[config.mk]
export PLATFORM = sky130hd
export DESIGN_NAME = inst_fetch_unit
export DESIGN_NICKNAME = d
export VERILOG_FILES = /design/src/rtl/fetch_pkg.sv /design/src/rtl/fetch_skid_buf.sv /design/src/rtl/inst_fetch_unit.sv
export SDC_FILE = /design/constraint.sdc
export NUM_CORES = 1
export LEC_CHECK = 0
export ABC_AREA = 0
export CAP_MARGIN = 30
export CORE_MARGIN = 3
export CORE_UTILIZATION = 50
export CTS_CLUSTER_SIZE = 40
export DETAILED_ROUTE_END_ITERATION = 6
export PLACE_DENSITY = 0.84
export SLEW_MARGIN = 20
export SYNTH_ARGS = -nofsm -noshare
export SYNTH_HDL_FRONTEND = slang
export SYNTH_HIERARCHICAL = 1
export SYNTH_SLANG_ARGS = --single-unit
[constraint.sdc]
create_clock -name clk -period 14.3 [get_ports clk]
set_clock_uncertainty 0.05 [all_clocks]
set_input_delay 2.86 -clock clk [delete_from_list [all_inputs] [get_ports clk]]
set_output_delay 2.86 -clock clk [all_outputs]
set_load 0.005 [all_outputs]
[src/rtl/fetch_pkg.sv]
// -----------------------------------------------------------------------------
// fetch_pkg
// Shared types and constants for the instruction fetch unit.
//   fetch_state_t : fetch FSM encoding (FETCH / FULL / BUBBLE)
//   fetch_entry_t : one buffered instruction word plus its address
//   FETCH_DEPTH   : number of entries in the skid buffer
//   NOP_INST      : word the firmware returns for the bubble address
// -----------------------------------------------------------------------------
package fetch_pkg;

    typedef enum logic [1:0] {
        FETCH  = 2'd0,
        FULL   = 2'd1,
        BUBBLE = 2'd2
    } fetch_state_t;

    typedef struct packed {
        logic [31:0] inst;
        logic [31:0] pc;
    } fetch_entry_t;

    localparam int          FETCH_DEPTH = 2;
    localparam logic [31:0] NOP_INST    = 32'h0000_0013;

endpackage

[src/rtl/fetch_skid_buf.sv]
// -----------------------------------------------------------------------------
// fetch_skid_buf
// Two-entry in-order buffer of {inst, pc}. Entry 0 is always the head, so
// the decode-side outputs come straight from a register and stay stable
// while the head is not popped.
// Ports:
//   clk, reset     clock, synchronous active-high reset (clears entries)
//   push/push_data write one entry at the tail
//   pop            remove the head (ignored when empty)
//   flush          drop all entries (wins over push/pop)
//   head           current head entry
//   occupancy      number of valid entries, 0..2
// -----------------------------------------------------------------------------
module fetch_skid_buf
    import fetch_pkg::*;
(
    input  logic         clk,
    input  logic         reset,
    input  logic         push,
    input  fetch_entry_t push_data,
    input  logic         pop,
    input  logic         flush,
    output fetch_entry_t head,
    output logic [1:0]   occupancy
);

    fetch_entry_t entry [FETCH_DEPTH];
    logic [1:0]   count;
    logic         pop_ok;
    logic         push_ok;
    logic         wr_idx;

    assign pop_ok  = pop && (count != 2'd0);
    assign push_ok = push && ((count != 2'd2) || pop_ok);

    // Tail slot after the pop has shifted the buffer: slot 1 only when one
    // entry remains in front of the new word.
    assign wr_idx = (count == 2'd2) || ((count == 2'd1) && !pop_ok);

    always_ff @(posedge clk) begin
        if (reset) begin
            count    <= 2'd0;
            entry[0] <= '0;
            entry[1] <= '0;
        end else if (flush) begin
            count <= 2'd0;
        end else begin
            if (pop_ok) begin
                entry[0] <= entry[1];
            end
            // Placed after the shift so a push into slot 0 overrides it.
            if (push_ok) begin
                entry[wr_idx] <= push_data;
            end
            count <= count + {1'b0, push_ok} - {1'b0, pop_ok};
        end
    end

    assign head      = entry[0];
    assign occupancy = count;

endmodule

[src/rtl/inst_fetch_unit.sv]
// -----------------------------------------------------------------------------
// inst_fetch_unit
// Owns the PC, presents it to the memory controller, buffers returned
// instructions for decode and handles redirects from execute.
//
// state  | meaning
// -------+---------------------------------------------------------------
// FETCH  | waiting for the controller pulse for inst_mem_addr
// FULL   | buffer full, address already served, waiting for a pop
// BUBBLE | driving BUBBLE_ADDR for one cycle so the controller re-fetches
//
// Ports:
//   clk, reset        clock, synchronous active-high reset
//   inst_mem_addr     fetch address to the memory controller
//   mem_stall         low for one cycle when mem_inst is valid
//   mem_inst          instruction word from the controller
//   redirect_valid/pc branch/jump redirect from execute
//   dec_valid/inst/pc instruction and address offered to decode
//   dec_ready         decode accepts this cycle
//   perf_fetched      (FETCH_PERF_CNT_EN only) accepted pulses
//   perf_stall_cycles (FETCH_PERF_CNT_EN only) FETCH cycles with mem_stall
//
// Optional feature: define FETCH_PERF_CNT_EN to add the two counters.
// -----------------------------------------------------------------------------
module inst_fetch_unit
    import fetch_pkg::*;
#(
    parameter logic [31:0] RESET_PC    = 32'h0000_0000,
    parameter logic [31:0] BUBBLE_ADDR = 32'hFFFF_FFFC,
    parameter logic [31:0] PC_STEP     = 32'd4
) (
    input  logic        clk,
    input  logic        reset,
    output logic [31:0] inst_mem_addr,
    input  logic        mem_stall,
    input  logic [31:0] mem_inst,
    input  logic        redirect_valid,
    input  logic [31:0] redirect_pc,
    output logic        dec_valid,
    output logic [31:0] dec_inst,
    output logic [31:0] dec_pc,
    input  logic        dec_ready
`ifdef FETCH_PERF_CNT_EN
    ,
    output logic [31:0] perf_fetched,
    output logic [31:0] perf_stall_cycles
`endif
);

    fetch_state_t state;
    fetch_state_t state_next;
    logic [31:0]  addr;
    logic [31:0]  addr_next;
    logic [31:0]  target;
    logic [31:0]  target_next;
    logic         push;
    logic         pop;
    logic         flush;
    logic [1:0]   occupancy;
    logic [1:0]   occ_after;
    fetch_entry_t head;
    fetch_entry_t push_data;

    assign pop       = dec_valid && dec_ready;
    assign push_data = '{inst: mem_inst, pc: addr};

    fetch_skid_buf u_buf (
        .clk       (clk),
        .reset     (reset),
        .push      (push),
        .push_data (push_data),
        .pop       (pop),
        .flush     (flush),
        .head      (head),
        .occupancy (occupancy)
    );

    assign dec_valid     = (occupancy != 2'd0);
    assign dec_inst      = head.inst;
    assign dec_pc        = head.pc;
    assign inst_mem_addr = addr;

    // Occupancy after this cycle's push and pop, assuming a push happens.
    assign occ_after = occupancy + 2'd1 - {1'b0, pop};

    always_ff @(posedge clk) begin
        if (reset) begin
            state  <= FETCH;
            addr   <= RESET_PC;
            target <= RESET_PC;
        end else begin
            state  <= state_next;
            addr   <= addr_next;
            target <= target_next;
        end
    end

    always_comb begin
        state_next  = state;
        addr_next   = addr;
        target_next = target;
        push        = 1'b0;
        flush       = 1'b0;

        if (redirect_valid) begin
            flush = 1'b1;
            if (redirect_pc != addr) begin
                addr_next  = redirect_pc;
                state_next = FETCH;
            end else if (state == FULL) begin
                // The controller already served this address; force it to
                // see an address change so it fetches the target again.
                addr_next   = BUBBLE_ADDR;
                target_next = redirect_pc;
                state_next  = BUBBLE;
            end else if (state == BUBBLE) begin
                // Only reachable with a target equal to BUBBLE_ADDR.
                target_next = redirect_pc;
            end
        end else begin
            case (state)
                FETCH: begin
                    if (!mem_stall) begin
                        push = 1'b1;
                        if (occ_after < 2'(FETCH_DEPTH)) begin
                            addr_next = addr + PC_STEP;
                        end else begin
                            state_next = FULL;
                        end
                    end
                end
                FULL: begin
                    if (pop) begin
                        addr_next  = addr + PC_STEP;
                        state_next = FETCH;
                    end
                end
                BUBBLE: begin
                    addr_next  = target;
                    state_next = FETCH;
                end
                default: begin
                    state_next = FETCH;
                end
            endcase
        end
    end

`ifdef FETCH_PERF_CNT_EN
    always_ff @(posedge clk) begin
        if (reset) begin
            perf_fetched      <= '0;
            perf_stall_cycles <= '0;
        end else begin
            if (push) begin
                perf_fetched <= perf_fetched + 32'd1;
            end
            if ((state == FETCH) && mem_stall) begin
                perf_stall_cycles <= perf_stall_cycles + 32'd1;
            end
        end
    end
`endif

endmodule

-- Word level (Yosys, flattened, before mapping)
Memories as Yosys holds them, arrays and structs flattened.
Index checks and enable logic that the tools add are counted.
- bits in registers: 68
- bits in latches: 0
- bits in writable memories: 128
- ROM bits: 0
- input bits: 69
- output and inout bits: 97
- word-level logic and storage cells: 74
- memories: 1
- add/sub/neg operators: 5
- multiply operators: 0
- divide/modulo/power cells: 0
- magnitude comparators: 1
- eq/ne operators: 11
- shift operators: 0
- mux-type cells: 34
- bitwise logic cells: 2
- reductions and logical operators: 16
- memories (memory ; depth ; bits a word ; rd ports ; clocked after Yosys merged registers in ; wr ports ; line ; RTL):
    u_buf.entry ; 2 ; 64 ; 2 ; 0 ; 2 ; fetch_skid_buf.sv:27 ; fetch_entry_t entry [FETCH_DEPTH];
- operators by type and width (cell ; count):
    $mux 32 ; 8
    $mux 64 ; 2
    $pmux 32 s3 ; 1
    $reduce_or 64->1 ; 1
    $add 32x3->32 const B ; 1
    $ne 32x32->1 ; 1
    $mux 1 ; 16
    $mux 2 ; 6
    $ne 3x3->1 const B ; 4
    $reduce_and 5->1 ; 1
    $eq 2x1->1 const B ; 2
    $eq 2x2->1 const B ; 2
    $logic_and 1x1->1 ; 4
    $pmux 2 s2 ; 1
    $reduce_and 4->1 ; 1
    $reduce_bool 2->1 ; 2
    $reduce_bool 4->1 ; 1
    $sub 2x1->2 ; 2
    $ne 3x1->1 const B ; 1
    $reduce_and 3->1 ; 1
    $add 2x1->2 ; 1
    $add 2x1->2 const B ; 1
    $logic_not 2->1 ; 1
    $logic_or 1x1->1 ; 2
    6 further kinds ; 6

-- Logic depth before layout (Yosys ltp)
Gate-level depths: netlist of the first run.
- depth in word-level cells: 11
- depth in mapped cells: 10

-- Hierarchy
Netlist of the first run, hierarchy kept.
- modules (own cells, without submodules) (module ; instances ; cells an instance ; area each (µm²) ; sequential area each (µm²)):
    fetch_skid_buf ; 1 ; 459 ; 5740.5 ; 3883.7
    inst_fetch_unit ; 1 ; 502 ; 4137.7 ; 1321.3

-- Least setup slack after synthesis of the first run
Ideal clock, no wire load.
- path kind: input to register
- from: input redirect_valid
- to: memory u_buf/entry[0][0] (netlist name) (enable)
- setup time: 0.499 ns
- arrival: 6.775 ns
- data required time: 13.751 ns
- path slack: 6.975 ns
- stages: 7
- buffers on the path: 2
- cells stage by stage: clkbuf_1 > inv_1 > clkbuf_1 > nand2_1 > nor2_1 > a31oi_1 > o21bai_1
- RTL lines (element ; line ; RTL):
    start: declaration ; inst_fetch_unit.sv:37 ; input logic redirect_valid,
    end: declaration ; fetch_skid_buf.sv:27 ;

==> flow_summary_export.csv, run 1 <==
group,metric,value,unit
run_status,status,"finished clean",
place,pre_cts_slack,7820,ps
layout,n_antenna_cell,0,
timing,setup_viol,0,
timing,min_period,6110,ps
clocking,clkTransAtPathRegs,70,ps
place,gp_congestion,0.891,
layout,design_area,0.0121,mm^2
setup_path,cp_data_arrival_time,6130,ps
die,dieArea,0.0215,mm^2
timing,tightest_slew,948,ps
clocking,hold_buffers,0,
setup_path,crit_path_start_kind,"input port",
timing,final_max_slew_viol_count,0,
setup_path,critPathMaxStageDelay,620,ps
clocking,cts_buffers,17,
setup_path,critical_path.max_fanout,56,
clocking,clkLatencyLatePin,440,ps
synthesis,syn_area,0.00988,mm^2
die,die_w,147,um
setup_path,reg2reg_depth,9,
pwr,combPwrFrac,0.111,
synthesis,synth_edf_count,128,
synthesis,synthFlopType,"edfxtp_1",
detailed_routing,wl_per_cell,20.2,um
setup_path,path_depth,10,
pwr,switching_share,0.256,
die,rows,50,
setup_path,reg2reg_to,"u_buf/entry[1][50]$_SDFFCE_PN0P_",
synthesis,synth-simple-area-share,0.211,
timing,rsz0062_at_grt,"no",
clocking,clkSinkCount,196,
detailed_routing,post_drt_via_cell_ratio,6.25,
clocking,cts_resized,0,
detailed_routing,dr.pass1.iters,5,
setup_path,r2r_slack,10990,ps
synthesis,synth.yosys.seq_area_share,0.527,
synthesis,ys_ff_latch,196,
hold_path,hp-start,"target[24]$_SDFFE_PP0P_",
global_route,grt_overflow_total,0,
die,initial_core_util,0.518,
synthesis,synth_compound_area_frac,0.122,
setup_path,crit_path_end_kind,"register",
detailed_routing,drtIter0Drc,1147,
place,dpl-instance-area,0.0115,mm^2
setup_path,critical_path_class,"input port to register",
synthesis,synth-xor-area-share,0.0381,
synthesis,synthArstFlopShare,0,
hold_path,min_delay_worst_endpoint,"target[24]$_SDFFE_PP0P_",
pwr,seq_power_share,0.517,
detailed_routing,route.detailed.drc,0,
synthesis,synth_cell_types,67,
place,dp_hpwl,17400,um
detailed_routing,final_antenna_net_count,0,
global_route,grt_max_degree,65,
setup_path,crit_buf_inv,5,
pwr,p_per_area,105,mW/mm^2
hold_path,worstHoldPathCells,2,
timing,post-route-period-util,0.427,
timing,finalHoldViolations,0,
timing,finalWorstSetupSlack,8190,ps
place,io_buffers,165,
setup_path,r2r_start,"state[1]$_SDFFE_PP0P_",
global_route,grt_pass1_wl,42600,um
die,ios,166,
die,die_y,147,um
layout,finalNetCount,1149,
clocking,post_cts_buffers,0,
pwr,p_int,943,uW
global_route,antenna_found_initial,0,
layout,drive_above_1_share,0.0708,
setup_path,worstPathCellList,"clkdlybuf4s50_1 > buf_4 > inv_1 > nand2_1 > nor2_1 > nor3b_2 > buf_4 > a21boi_4 > or2_2 > buf_4",
synthesis,synth.mux.area_fraction,0.0409,
layout,area_growth,22.6,%
pwr,ir_worst_vdd,87.1,uV
pwr,clkPwrFrac,0.371,
synthesis,syn_inst,961,
detailed_routing,vias,8427,
clocking,cts_root_buf,"clkbuf_16",
synthesis,synth_top_family_by_area,"simple AND/OR/NAND/NOR gates",
detailed_routing,wirelength,27200,um
timing,setup_tns,0,ps
setup_path,cpMostUsedCell,"buf_4",
global_route,grt_pass1_vias,7930,
hold_path,min_path_type,"register to register",
setup_path,crit_family,"buffers and inverters",
job,drv_cap,0,
synthesis,synthAdderAreaFrac,0.00633,
global_route,track_usage,0.247,
die,core-area,0.0191,mm^2
timing,fmax,0.164,GHz
pwr,cellLeakagePower,4.15,nW
timing,slew_headroom,0.366,
clocking,cts_tree,"done",
synthesis,syn_nets,1035,
synthesis,yosys_warnings,6,
clocking,clk_path_buf_depth,2,
pwr,p_sw,324,uW
setup_path,cpMaxStageDelayCell,"buf_4",
clocking,cts-htree-levels,4,
setup_path,required,14330,ps
synthesis,syn_area_per_cell,10.3,um^2
[sequential cells by signal, summed over array words and instances, names as in the netlist]
name and count:
inst_mem_addr 32, state 2, target 32, u_buf/entry 128, u_buf/occupancy 2
[layer usage]
metal / vias to the layer above / GRT usage / wire length (um)
met3: 61 / 0.0714 / 3090
met4: 0 / 0.0833 / 670
met5: - / 0 / 0
li1: 3818 / - / -
met2: 556 / 0.381 / 12500
met1: 3992 / 0.335 / 10900
[worst max path at each step]
stage	end	from
finish	u_buf/entry[1][50]$_SDFFCE_PN0P_	redirect_valid
global route	u_buf/entry[1][2]$_SDFFCE_PN0P_	redirect_valid
CTS	u_buf/entry[0][23]$_DFFE_PP_	redirect_valid
detailed placement	u_buf/entry[1][60]$_SDFFCE_PN0P_	redirect_valid
global placement	u_buf/entry[1][11]$_SDFFCE_PN0P_	redirect_valid
floorplan	u_buf/entry[0][0]$_DFFE_PP_	redirect_valid
[area by class of cell]
class	count	area [um^2]
Clock buffer	18	429
Fill cell	1470	6970
Timing Repair Buffer	182	1790
Clock inverter	14	139
Tap cell	260	325
Sequential cell	196	5200
Multi-Input combinational cell	666	4180
Inverter	12	45.0
[through the flow]
stage                util  hold slack, ps  instances  total power [mW]
floorplan               -             401        961             0.720
global placement    0.603             415       1312             0.802
detailed placement  0.604             424       1314             0.804
CTS                 0.634             442       1346              1.27
global route        0.635             470       1348              1.30
finish              0.635             436       1348              1.27
[power by group through the flow]
stage                     registers [mW]  logic [mW]  clock network [mW]
after floorplan                    0.657      0.0636                   0
after global placement             0.666       0.136                   0
after detailed placement           0.667       0.138                   0
after CTS                          0.654       0.139               0.473
after global routing               0.658       0.151               0.495
final                              0.655       0.141               0.471
[worst register-to-register path, delay by kind of cell, from the launching register on]
kind | cells | cell delay (ps)
adders and majority gates | 1 | 260
and+or+nand+nor | 4 | 830
buffers and inverters | 3 | 1150
AOI/OAI and AO/OA | 1 | 280
DFF | 1 | 340
[kinds of logic after synthesis]
group,after synthesis
AND/OR/NAND/NOR,387
flip-flops,196
AO/OA/AOI/OAI,191
buffers and inverters,99
XOR/XNOR,43
multiplexers,40
adder cells (fa/ha/maj),5
[synthesized netlist by cell type (12+ instances only)]
library cell | instances | area, um^2
o21ai_0 | 72 | 360
nor2_1 | 62 | 233
xor2_1 | 35 | 307
o21ai_1 | 14 | 70.1
nand4_1 | 75 | 469
nand3_1 | 82 | 410
edfxtp_1 | 128 | 3840
buf_2 | 29 | 145
nor3_1 | 12 | 60.1
nor4_1 | 14 | 87.6
clkbuf_1 | 37 | 139
a21oi_1 | 25 | 125
mux2i_1 | 37 | 370
dfxtp_1 | 68 | 1360
and2_1 | 66 | 413
nand2_1 | 42 | 158
[layout by cell type, fill, tap and decap left out, types with 10 or more instances in the layout]
master,synthesis,final
clkbuf_16,0,17
nor2_1,62,61
nand3_1,82,82
nand4_1,75,75
nand2_1,42,42
nor3_1,12,12
inv_1,11,11
xor2_1,35,35
dfxtp_1,68,68
buf_4,5,15
edfxtp_1,128,128
o221ai_1,11,11
a211oi_1,11,11
o21ai_1,14,14
o22ai_1,11,11
a31oi_1,10,10
mux2i_1,37,37
nor4_1,14,14
a21oi_1,25,25
clkdlybuf4s50_1,0,164
o21ai_0,72,71
and2_1,66,65
Power figures use the tool's default switching activity.
==> run 2, diff against run 1 <==
--- a/config.mk
+++ b/config.mk
@@ -8,10 +8,10 @@
 export ABC_AREA = 0
 export CAP_MARGIN = 30
 export CORE_MARGIN = 3
-export CORE_UTILIZATION = 50
+export CORE_UTILIZATION = 49
 export CTS_CLUSTER_SIZE = 40
 export DETAILED_ROUTE_END_ITERATION = 6
-export PLACE_DENSITY = 0.84
+export PLACE_DENSITY = 0.85
 export SLEW_MARGIN = 20
 export SYNTH_ARGS = -nofsm -noshare
 export SYNTH_HDL_FRONTEND = slang
==> constraint.sdc (replaced) <==
create_clock -name clk -period 5.3 [get_ports clk]
set_clock_uncertainty 0.05 [all_clocks]
set_input_delay 1.06 -clock clk [delete_from_list [all_inputs] [get_ports clk]]
set_output_delay 1.06 -clock clk [all_outputs]
set_load 0.005 [all_outputs]
==> run 2 against run 1 <==
  * Non-clock buffer count is 1 higher
  * Final area about the same
  * Sequential cell count is the same
  * Sequential power rose to 2.7 times the previous value
  * Critical path depth is 2 lower
  * First-iteration DRC count is 13% lower
  * Total power rose to 2.6 times the previous value
  * Utilization shrank 1.8 points
  * Highest routed layer unchanged
==> flow_summary_export.csv, run 2 (synthesized netlist as in run 1, its figures left out) <==
group,metric,value,unit
place,io_buffers,165,
detailed_routing,post_drt_via_cell_ratio,6.11,
detailed_routing,drtIter0Drc,998,
pwr,cellLeakagePower,4.14,nW
die,dieArea,0.0219,mm^2
setup_path,worstPathCellList,"clkdlybuf4s50_1 > inv_1 > nand2_1 > nor2_1 > nor3b_2 > a21boi_4 > or2_2 > buf_4",
setup_path,crit_path_end_kind,"register",
pwr,ir_worst_vdd,228,uV
setup_path,reg2reg_to,"inst_mem_addr[30]$_SDFFE_PP0P_",
clocking,cts_resized,0,
layout,final_cell_mix,"clkdlybuf4s50_1 (164), edfxtp_1 (128), nand3_1 (82)",
setup_path,reg2reg_depth,7,
layout,final_common_cell,"clkdlybuf4s50_1",
layout,nFillCells,1659,
global_route,antenna_found_initial,0,
global_route,grt_max_degree,67,
global_route,grt_pass1_wl,42500,um
timing,setup_tns,0,ps
timing,post-route-period-util,0.670,
detailed_routing,route.detailed.drc,0,
setup_path,required,5380,ps
global_route,met3_usage,0.0454,
clocking,hold_buffers,0,
layout,drive_above_1_share,0.0744,
timing,tightest_slew,893,ps
hold_path,min_path_type,"register to register",
detailed_routing,dr.pass1.iters,6,
clocking,clk_path_buf_depth,2,
pwr,p_per_area,277,mW/mm^2
global_route,busiest_layer,"met2",
clocking,cts-htree-levels,4,
hold_path,min_delay_worst_endpoint,"target[24]$_SDFFE_PP0P_",
timing,rsz0062_at_grt,"no",
clocking,cts_tree,"done",
die,initial_core_util,0.503,
setup_path,critical_path_class,"input port to register",
detailed_routing,wirelength,26600,um
place,dp_cells,1321,
layout,largest_reg_flops,128,
place,gp_congestion,0.915,
job,drv_cap,0,
timing,min_period,3550,ps
die,ios,166,
global_route,grt_pass1_vias,7931,
die,die_y,148,um
layout,top_register,"u_buf/entry",
clocking,cts_buffers,17,
hold_path,hp-start,"target[24]$_SDFFE_PP0P_",
place,dp_hpwl,17700,um
setup_path,r2r_start,"inst_mem_addr[12]$_SDFFE_PP0P_",
layout,final_core_util,0.617,
clocking,cts_root_buf,"clkbuf_16",
global_route,track_usage,0.242,
timing,slew_headroom,0.402,
layout,n_antenna_cell,0,
layout,area_growth,22.7,%
detailed_routing,final_antenna_net_count,0,
detailed_routing,wl_per_cell,19.6,um
die,die_w,148,um
clocking,post_cts_buffers,0,
global_route,grt_overflow_total,0,
run_status,status,"finished clean",
layout,finalNetCount,1150,
die,core-area,0.0197,mm^2
layout,instances_no_fill,1354,
die,rows,51,
global_route,gr-usage-met1,0.334,
setup_path,cpMaxStageDelayCell,"or2_2",
layout,design_area,0.0121,mm^2
timing,final_max_slew_viol_count,0,
place,dpl-instance-area,0.0116,mm^2
timing,finalHoldViolations,0,
setup_path,cp_data_arrival_time,3630,ps
hold_path,worstHoldPathCells,2,
clocking,clkTransAtPathRegs,70,ps
pwr,fin_total_pwr,3.36,mW
global_route,use_met2,0.380,
setup_path,critPathMaxStageDelay,530,ps
clocking,clkSinkCount,196,
setup_path,r2r_slack,2460,ps
timing,fmax,0.282,GHz
clocking,clkLatencyLatePin,440,ps
detailed_routing,vias,8271,
setup_path,crit_path_start_kind,"input port",
timing,setup_viol,0,
setup_path,critical_path.max_fanout,24,
run 2: layout make-up:
cell class | count | area [um^2] | area share
Inverter | 12 | 45.0 | 0.00372
Multi-Input combinational cell | 666 | 4180 | 0.345
Clock buffer | 17 | 425 | 0.0351
Sequential cell | 196 | 5200 | 0.429
Timing Repair Buffer | 183 | 1810 | 0.150
Tap cell | 265 | 332 | 0.0274
Clock inverter | 15 | 123 | 0.0101
run 2: metal layers:
metal	wire [um]	vias up
met5	0	-
met4	678	0
met3	2660	47
met2	12300	497
met1	10900	3904
li1	-	3823
run 2: worst max path at each step:
stage                         from                               end  slack, ps  cells after the start
finish              redirect_valid   u_buf/entry[1][0]$_SDFFCE_PN0P_       1750                      8
global route        redirect_valid   u_buf/entry[1][0]$_SDFFCE_PN0P_       1510                      8
detailed placement  redirect_valid  u_buf/entry[1][37]$_SDFFCE_PN0P_       1310                      8
floorplan           redirect_valid       u_buf/entry[0][0]$_DFFE_PP_       1130                      7
CTS                 redirect_valid   u_buf/entry[1][0]$_SDFFCE_PN0P_       1770                      8
global placement    redirect_valid  u_buf/entry[1][36]$_SDFFCE_PN0P_       1460                      8
run 2: power by group:
group / leakage (nW) / internal [mW] / switching (mW)
logic: 1.99 / 0.194 / 0.188
clock network: 0.258 / 0.612 / 0.597
registers: 1.89 / 1.69 / 0.0755
run 2: critical path, delay by kind of cell:
kind	cells	cell delay (ps)
buf+inv	3	1120
compound gates	1	220
simple gates	4	1220
run 2: metrics by stage:
stage          hold slack [ps]  worst slack, ps
2_1_floorplan              401             1130
3_3_place_gp               417             1460
3_5_place_dp               420             1310
4_1_cts                    440             1770
5_1_grt                    465             1510
6_report                   432             1750
